===== config.mk =====
export PLATFORM = sky130hd
export DESIGN_NAME = fifo_rd_stream
export DESIGN_NICKNAME = d
export VERILOG_FILES = /design/src/rtl/fifo_pkg.sv /design/src/rtl/fifo_rd_skid_buf.sv /design/src/rtl/fifo_rd_stream_chk.sv /design/src/rtl/fifo_rd_stream.sv
export SDC_FILE = /design/constraint.sdc
export NUM_CORES = 1
export LEC_CHECK = 0
export BUFFER_PORTS_ARGS = -buffer_cell sky130_fd_sc_hd__buf_2
export CAP_MARGIN = 20
export CORE_MARGIN = 2
export CORE_UTILIZATION = 25
export CTS_CLUSTER_DIAMETER = 50
export DETAILED_ROUTE_END_ITERATION = 8
export SLEW_MARGIN = 40
export SYNTH_ARGS = -nofsm -noshare
export SYNTH_HDL_FRONTEND = slang
export SYNTH_HIERARCHICAL = 1
export SYNTH_SLANG_ARGS = --single-unit

===== constraint.sdc =====
create_clock -name clk -period 3.6 [get_ports clk]
set_input_delay 0 -clock clk [delete_from_list [all_inputs] [get_ports clk]]
set_output_delay 0 -clock clk [all_outputs]
set_load 0.01 [all_outputs]

===== src/rtl/fifo_pkg.sv =====
// Shared definitions for the flop-based synchronous FIFOs and their read-side stream adapter.
package fifo_pkg;

  localparam int FIFO_DEFAULT_WIDTH   = 32;
  localparam int FIFO_DEFAULT_DEPTH   = 16;
  localparam int FIFO_RD_STREAM_DEPTH = 2;

  // Only the combinational (0) and registered (1) read-data FIFO flavours exist.
  function automatic bit rd_lat_legal(input int rd_lat);
    return (rd_lat == 0) || (rd_lat == 1);
  endfunction

endpackage


===== src/rtl/fifo_rd_skid_buf.sv =====
// Two-entry ring buffer between the FIFO read port and the stream output.
// The head word, its valid flag and the occupancy are all presented from flops.
module fifo_rd_skid_buf
  import fifo_pkg::*;
#(
  parameter int WIDTH = FIFO_DEFAULT_WIDTH
) (
  input  logic             clk,
  input  logic             rst,
  input  logic             push,
  input  logic             pop,
  input  logic [WIDTH-1:0] push_data,
  output logic             head_valid,
  output logic [WIDTH-1:0] head_data,
  output logic [1:0]       cnt
);

  logic [FIFO_RD_STREAM_DEPTH-1:0][WIDTH-1:0] entry_r;
  logic [FIFO_RD_STREAM_DEPTH-1:0][WIDTH-1:0] entry_nxt_s;
  logic                                       head_r;
  logic                                       head_nxt_s;
  logic                                       tail_r;
  logic                                       tail_nxt_s;
  logic [1:0]                                 cnt_r;
  logic [1:0]                                 cnt_nxt_s;
  logic                                       valid_r;
  logic [WIDTH-1:0]                           head_data_r;

  // Next ring state from push/pop; 1-bit pointers wrap on their own
  always_comb begin
    entry_nxt_s = entry_r;
    if (push) begin
      entry_nxt_s[tail_r] = push_data;
    end else begin
      entry_nxt_s = entry_r;
    end
    head_nxt_s = head_r ^ pop;
    tail_nxt_s = tail_r ^ push;
    cnt_nxt_s  = cnt_r + {1'b0, push} - {1'b0, pop};
  end

  // Ring registers; head word is looked up from next state so out_data is a flop
  always_ff @(posedge clk or posedge rst) begin
    if (rst) begin
      entry_r     <= '0;
      head_r      <= 1'b0;
      tail_r      <= 1'b0;
      cnt_r       <= 2'd0;
      valid_r     <= 1'b0;
      head_data_r <= '0;
    end else begin
      entry_r     <= entry_nxt_s;
      head_r      <= head_nxt_s;
      tail_r      <= tail_nxt_s;
      cnt_r       <= cnt_nxt_s;
      valid_r     <= (cnt_nxt_s != 2'd0);
      head_data_r <= entry_nxt_s[head_nxt_s];
    end
  end

  assign head_valid = valid_r;
  assign head_data  = head_data_r;
  assign cnt        = cnt_r;

endmodule


===== src/rtl/fifo_rd_stream_chk.sv =====
// Invariant checks for the FIFO read-stream adapter.
module fifo_rd_stream_chk (
  input logic       clk,
  input logic       rst,
  input logic       fifo_empty,
  input logic       fifo_rd_en,
  input logic       out_valid,
  input logic [1:0] buf_cnt
);

  a_no_rd_when_empty: assert property (@(posedge clk) disable iff (rst)
    !(fifo_rd_en && fifo_empty));

  a_cnt_max: assert property (@(posedge clk) disable iff (rst)
    buf_cnt <= 2'd2);

  a_valid_matches_cnt: assert property (@(posedge clk) disable iff (rst)
    out_valid == (buf_cnt != 2'd0));

endmodule


===== src/rtl/fifo_rd_stream.sv =====
// Read-side adapter: turns a FIFO empty/rd_en/rd_data pull port into a
// first-word-fall-through valid/ready stream through a 2-entry skid buffer.
module fifo_rd_stream
  import fifo_pkg::*;
#(
  parameter int WIDTH  = FIFO_DEFAULT_WIDTH,
  parameter int RD_LAT = 1
) (
  input  logic             clk,
  input  logic             rst,
  input  logic             fifo_empty,
  input  logic [WIDTH-1:0] fifo_rd_data,
  output logic             fifo_rd_en,
  output logic             out_valid,
  output logic [WIDTH-1:0] out_data,
  input  logic             out_ready,
  output logic [1:0]       buf_cnt
);

  if (!rd_lat_legal(RD_LAT)) begin : g_bad_rd_lat
    $error("fifo_rd_stream: RD_LAT must be 0 or 1, got %0d", RD_LAT);
  end

  logic       pop_s;
  logic       push_s;
  logic       inflight_s;
  logic [2:0] occ_s;
  logic       rd_en_s;

  // Issue a read only when the buffer can absorb it, counting words already in flight
  always_comb begin
    pop_s = out_valid & out_ready;
    occ_s = {1'b0, buf_cnt} + {2'b00, inflight_s} - {2'b00, pop_s};
    if (rst) begin
      rd_en_s = 1'b0;
    end else begin
      rd_en_s = !fifo_empty && (occ_s < 3'd2);
    end
  end

  assign fifo_rd_en = rd_en_s;

  if (RD_LAT == 1) begin : g_lat1
    logic inflight_r;

    // Registered-read FIFO: the word requested this cycle lands on the next edge
    always_ff @(posedge clk or posedge rst) begin
      if (rst) begin
        inflight_r <= 1'b0;
      end else begin
        inflight_r <= rd_en_s;
      end
    end

    assign inflight_s = inflight_r;
    assign push_s     = inflight_r;
  end else begin : g_lat0
    assign inflight_s = 1'b0;
    assign push_s     = rd_en_s;
  end

  fifo_rd_skid_buf #(
    .WIDTH (WIDTH)
  ) u_buf (
    .clk        (clk),
    .rst        (rst),
    .push       (push_s),
    .pop        (pop_s),
    .push_data  (fifo_rd_data),
    .head_valid (out_valid),
    .head_data  (out_data),
    .cnt        (buf_cnt)
  );

  fifo_rd_stream_chk u_chk (
    .clk        (clk),
    .rst        (rst),
    .fifo_empty (fifo_empty),
    .fifo_rd_en (rd_en_s),
    .out_valid  (out_valid),
    .buf_cnt    (buf_cnt)
  );

endmodule


==> impl_summary.log <==
INFO  metric outcome = completed
INFO  metric fmax = between 0.4 and 0.5 GHz
INFO  metric number_of_flip_flops_and_latches_in_the_synthesized_netlist = around 100
INFO  metric netSwitchingFraction = 28.70%
INFO  metric dr.pass1.iters = 3
INFO  metric hold_path.class = primary input to async pin
INFO  metric drv_slew = 0
INFO  metric timing.setup.tns = 0 ns
INFO  metric setup-violations-final = 0
INFO  metric number_of_enable_type_register_cells_in_the_synthesized_netlist = 0
INFO  metric pwr_density_cell = roughly 900 nW/um^2
INFO  metric groute.usage.overall = just under 10%
INFO  metric max-cap-violations = 0
INFO  metric synth.top_cell.area_share = 58.12%
INFO  metric clock_tree_from_tritoncts = yes
INFO  metric synth_ff_type = sky130_fd_sc_hd__dfrtp_1
INFO  metric number_of_nets_in_the_synthesized_netlist = 303
INFO  metric dieArea = approximately 19000 sq um
INFO  metric maxSlewHeadroom = around 55%
INFO  metric tightest_slew = between 0.6 and 0.7 ns
INFO  metric nNetsFinal = 410
INFO  metric rr_endpoint = u_buf/head_data[31]
INFO  metric async_flop_share = 100.0%
INFO  metric postLayoutCellArea = 5604 sq um
INFO  metric cts-buffers-inserted = 9
INFO  metric cpLargestDelayFamily = adder cells
INFO  metric worst_r2r_startpoint = u_buf/head_valid
INFO  metric die_width = around 140 microns
INFO  metric synth-warning-count = 6
INFO  metric yosysMostFrequentCell = sky130_fd_sc_hd__dfrtp_1
INFO  metric gp_congestion = between 0.6 and 0.7
INFO  metric ios = between 70 and 80
INFO  metric total_switching_power = 1.478 mW
INFO  metric place.port_buffers = between 70 and 80
INFO  metric synth_sequential_area_ratio = between 50% and 60%
INFO  metric detail_route.wirelength = 8492 microns
INFO  metric die-height = between 100 and 150 microns
INFO  metric overall_power_consumption = 5.151 mW
INFO  metric number_of_antenna_violations_at_the_first_check_in_global_routing = 0
INFO  metric finalCriticalPeriod = roughly 2.4 ns
INFO  metric grt_start_max_net_pins = between 70 and 80
INFO  metric floorplan.rows = 48
INFO  metric ys_types = 17
INFO  metric clock_tree.htree_level_count = 3
INFO  metric cts_resized = 0
INFO  metric crit_buf_inv = 1
INFO  metric cts.sink_count = 102
INFO  metric grt_pass1_wl = ~14000 microns
INFO  metric num_vias = between 2000 and 2500
INFO  metric placedInstanceArea = roughly 5000 sq um
INFO  metric cp_max_fo = 3
INFO  metric final_antenna_net_count = 0
INFO  metric rsz0062_at_grt = no
INFO  metric timing.setup.critical_path_class = flop to primary output
INFO  metric drt-vias-per-instance = ~4.1
INFO  metric synth_cells = between 200 and 300
INFO  metric p_leak = 2.556 nW
INFO  metric antennaDiodeCount = 0
INFO  metric crit_path_start_kind = flop
INFO  metric final_layout_size_suffix_gt1_share = roughly three fifths
INFO  metric root_buffer = sky130_fd_sc_hd__clkbuf_16
INFO  metric worst_ep_arrival_time = between 2 and 2.5 ns
INFO  metric critical_path.cell_chain = and2_1 > ha_1 > nand2b_1 > fa_1 > xor2_1 > nor4b_2 > buf_2
INFO  metric fin_worst_setup_slack = roughly 1.2 ns
INFO  metric hold_viol_final = 0
INFO  metric drcViolationCount = 0
INFO  metric period_share = approximately 67%
INFO  metric core-area = around 17000 sq um
INFO  metric post_drt_wl_per_cell = between 10 and 15 microns
INFO  metric drt-initial-drc-count = 33
INFO  metric grt-ovfl-total = 0
INFO  metric p_int = between 3 and 4 mW
INFO  metric grt_pass1_vias = approximately 2700
INFO  metric r2r_cells = 5
INFO  metric dp_hpwl = 5230 microns
INFO  metric clk_pin_slew_worst_paths = 0.06 ns
INFO  metric worst_hold_margin = between 0.08 and 0.09 ns
INFO  metric clock_power_share = between 10% and 20%
INFO  metric timing.reg2reg.setup_slack = about 1.5 ns
INFO  metric power_frac_seq = about two fifths
INFO  metric clk-insertion-delay-late = between 0.3 and 0.4 ns
INFO  metric area_growth = 27.61%
INFO  metric cts_post_setup_buffers_inserted = 0
INFO  metric power.ir.vdd_worst = 0.3821 mV
INFO  metric synth.top_cells.by_count = 102 x sky130_fd_sc_hd__dfrtp_1, 96 x sky130_fd_sc_hd__mux2_2, 31 x sky130_fd_sc_hd__mux2_4, 10 x sky130_fd_sc_hd__buf_2, 5 x sky130_fd_sc_hd__inv_1
INFO  metric comb_power_share = between 40% and 50%
INFO  metric timing.clock.skew = a little over 0.008 ns
INFO  metric cts_max_path_buffers = 2
INFO  metric critical_path.endpoint_type = primary output
INFO  metric worst_ep_required_time = approximately 3.6 ns
INFO  metric floorplan.initialDensity = 25.48%
INFO  metric place_worst_setup_slack = roughly 1.5 ns
INFO  metric avgSynthCellArea = ~17 sq um
INFO  metric syn-cell-area = ~4400 sq um
INFO  metric crit_path_max_incr_delay = approximately 0.40 ns
INFO  metric synth_top_area_cell = sky130_fd_sc_hd__dfrtp_1
INFO  metric crit_path_top_delay_cell = sky130_fd_sc_hd__fa_1
INFO  metric yosys-top-cells-area = sky130_fd_sc_hd__dfrtp_1 58%, sky130_fd_sc_hd__mux2_2 25%, sky130_fd_sc_hd__mux2_4 11%
-- stage by stage --
step | utilization, % | instances
detailed placement | 28.83 | 550
global route | 32.51 | 599
floorplan | - | 263
finish | 32.51 | 599
CTS | 32.51 | 599
global placement | 28.82 | 550
-- per-layer routing --
layer  vias up  GRT usage, %  routed length (microns)
li1       1135             -                        -
met1      1258         11.41                     3730
met2        55         16.53                     4160
met3         9         3.704                      466
met4         0         3.646                      136
met5         -             0                        0
-- cells in the final DEF (no fill, tap or decap) --
cell,count
sky130_fd_sc_hd__dfrtp_1,102
sky130_fd_sc_hd__mux2_2,96
sky130_fd_sc_hd__buf_2,71
sky130_fd_sc_hd__dlygate4sd3_1,34
sky130_fd_sc_hd__mux2_4,31
sky130_fd_sc_hd__clkbuf_16,9
sky130_fd_sc_hd__inv_1,4
sky130_fd_sc_hd__inv_6,4
sky130_fd_sc_hd__buf_4,4
sky130_fd_sc_hd__ha_1,3
sky130_fd_sc_hd__xor2_1,2
sky130_fd_sc_hd__xnor2_1,2
sky130_fd_sc_hd__nand2b_1,1
sky130_fd_sc_hd__nor4b_2,1
sky130_fd_sc_hd__and2_1,1
sky130_fd_sc_hd__fa_1,1
sky130_fd_sc_hd__clkinv_2,1
sky130_fd_sc_hd__bufinv_16,1
sky130_fd_sc_hd__clkinvlp_4,1
sky130_fd_sc_hd__nand2b_2,1
sky130_fd_sc_hd__nand2_2,1
sky130_fd_sc_hd__xor2_4,1
sky130_fd_sc_hd__mux2_1,1
sky130_fd_sc_hd__or2_2,1
-- how the worst max path moves through the flow --
stage,startpoint,to,slack (ns),cells after the start
floorplan,rst,u_buf/cnt[0],0.95,1
global placement,u_buf/head_valid,fifo_rd_en,1.53,7
detailed placement,u_buf/head_valid,u_buf/head_data[31],1.52,5
CTS,u_buf/head_valid,fifo_rd_en,1.14,7
global route,u_buf/head_valid,fifo_rd_en,1.05,7
finish,u_buf/head_valid,fifo_rd_en,1.19,7
-- cell type report --
class                   count  area [sq um]
fillers                  1712         11630
flip-flops and latches    102          2552
multi-input cells         143          1727
clock buffers               9         225.2
clock inverters             6         68.82
repair buffers            109         725.7
well taps                 225         281.5
inverters                   5         23.77
-- power groups by stage --
stage          registers [mW]  clock network [mW]  logic (mW)
2_1_floorplan            2.07                   0        1.63
3_3_place_gp             2.00                   0        2.14
3_5_place_dp             2.03                   0        2.19
4_1_cts                  2.01                1.01        2.23
5_1_grt                  2.09                1.06        2.38
6_report                 2.01               0.967        2.18
-- state kept, by name, indices dropped and copies added (netlist names) --
signal / flops
g_lat1.inflight_r: 1
u_buf/cnt: 2
u_buf/entry_r: 64
u_buf/head_data: 32
u_buf/head_r: 1
u_buf/head_valid: 1
u_buf/tail_r: 1
-- worst min-delay path: stages --
cell and delay (ns):
sky130_fd_sc_hd__dlygate4sd3_1 0.53, sky130_fd_sc_hd__buf_2 0.16, sky130_fd_sc_hd__inv_1 0.06
-- cells by family (layout without fill, tap and decap cells) --
family,count (synthesis),count (layout),synth area share [%]
xor gates and xnor gates,5,5,1.168
adders and majority gates,4,4,1.311
buffers and inverters,18,129,2.935
DFF,102,102,58.12
muxes,128,128,35.47
and+or+nand+nor,6,6,0.9971
-- timing repair --
action	in CTS	in global routing
hold buffers	34	0
endpoints found under the setup margin	0	0
endpoints found under the hold margin	166	0
Note: power is estimated with default switching activity, not from simulation.
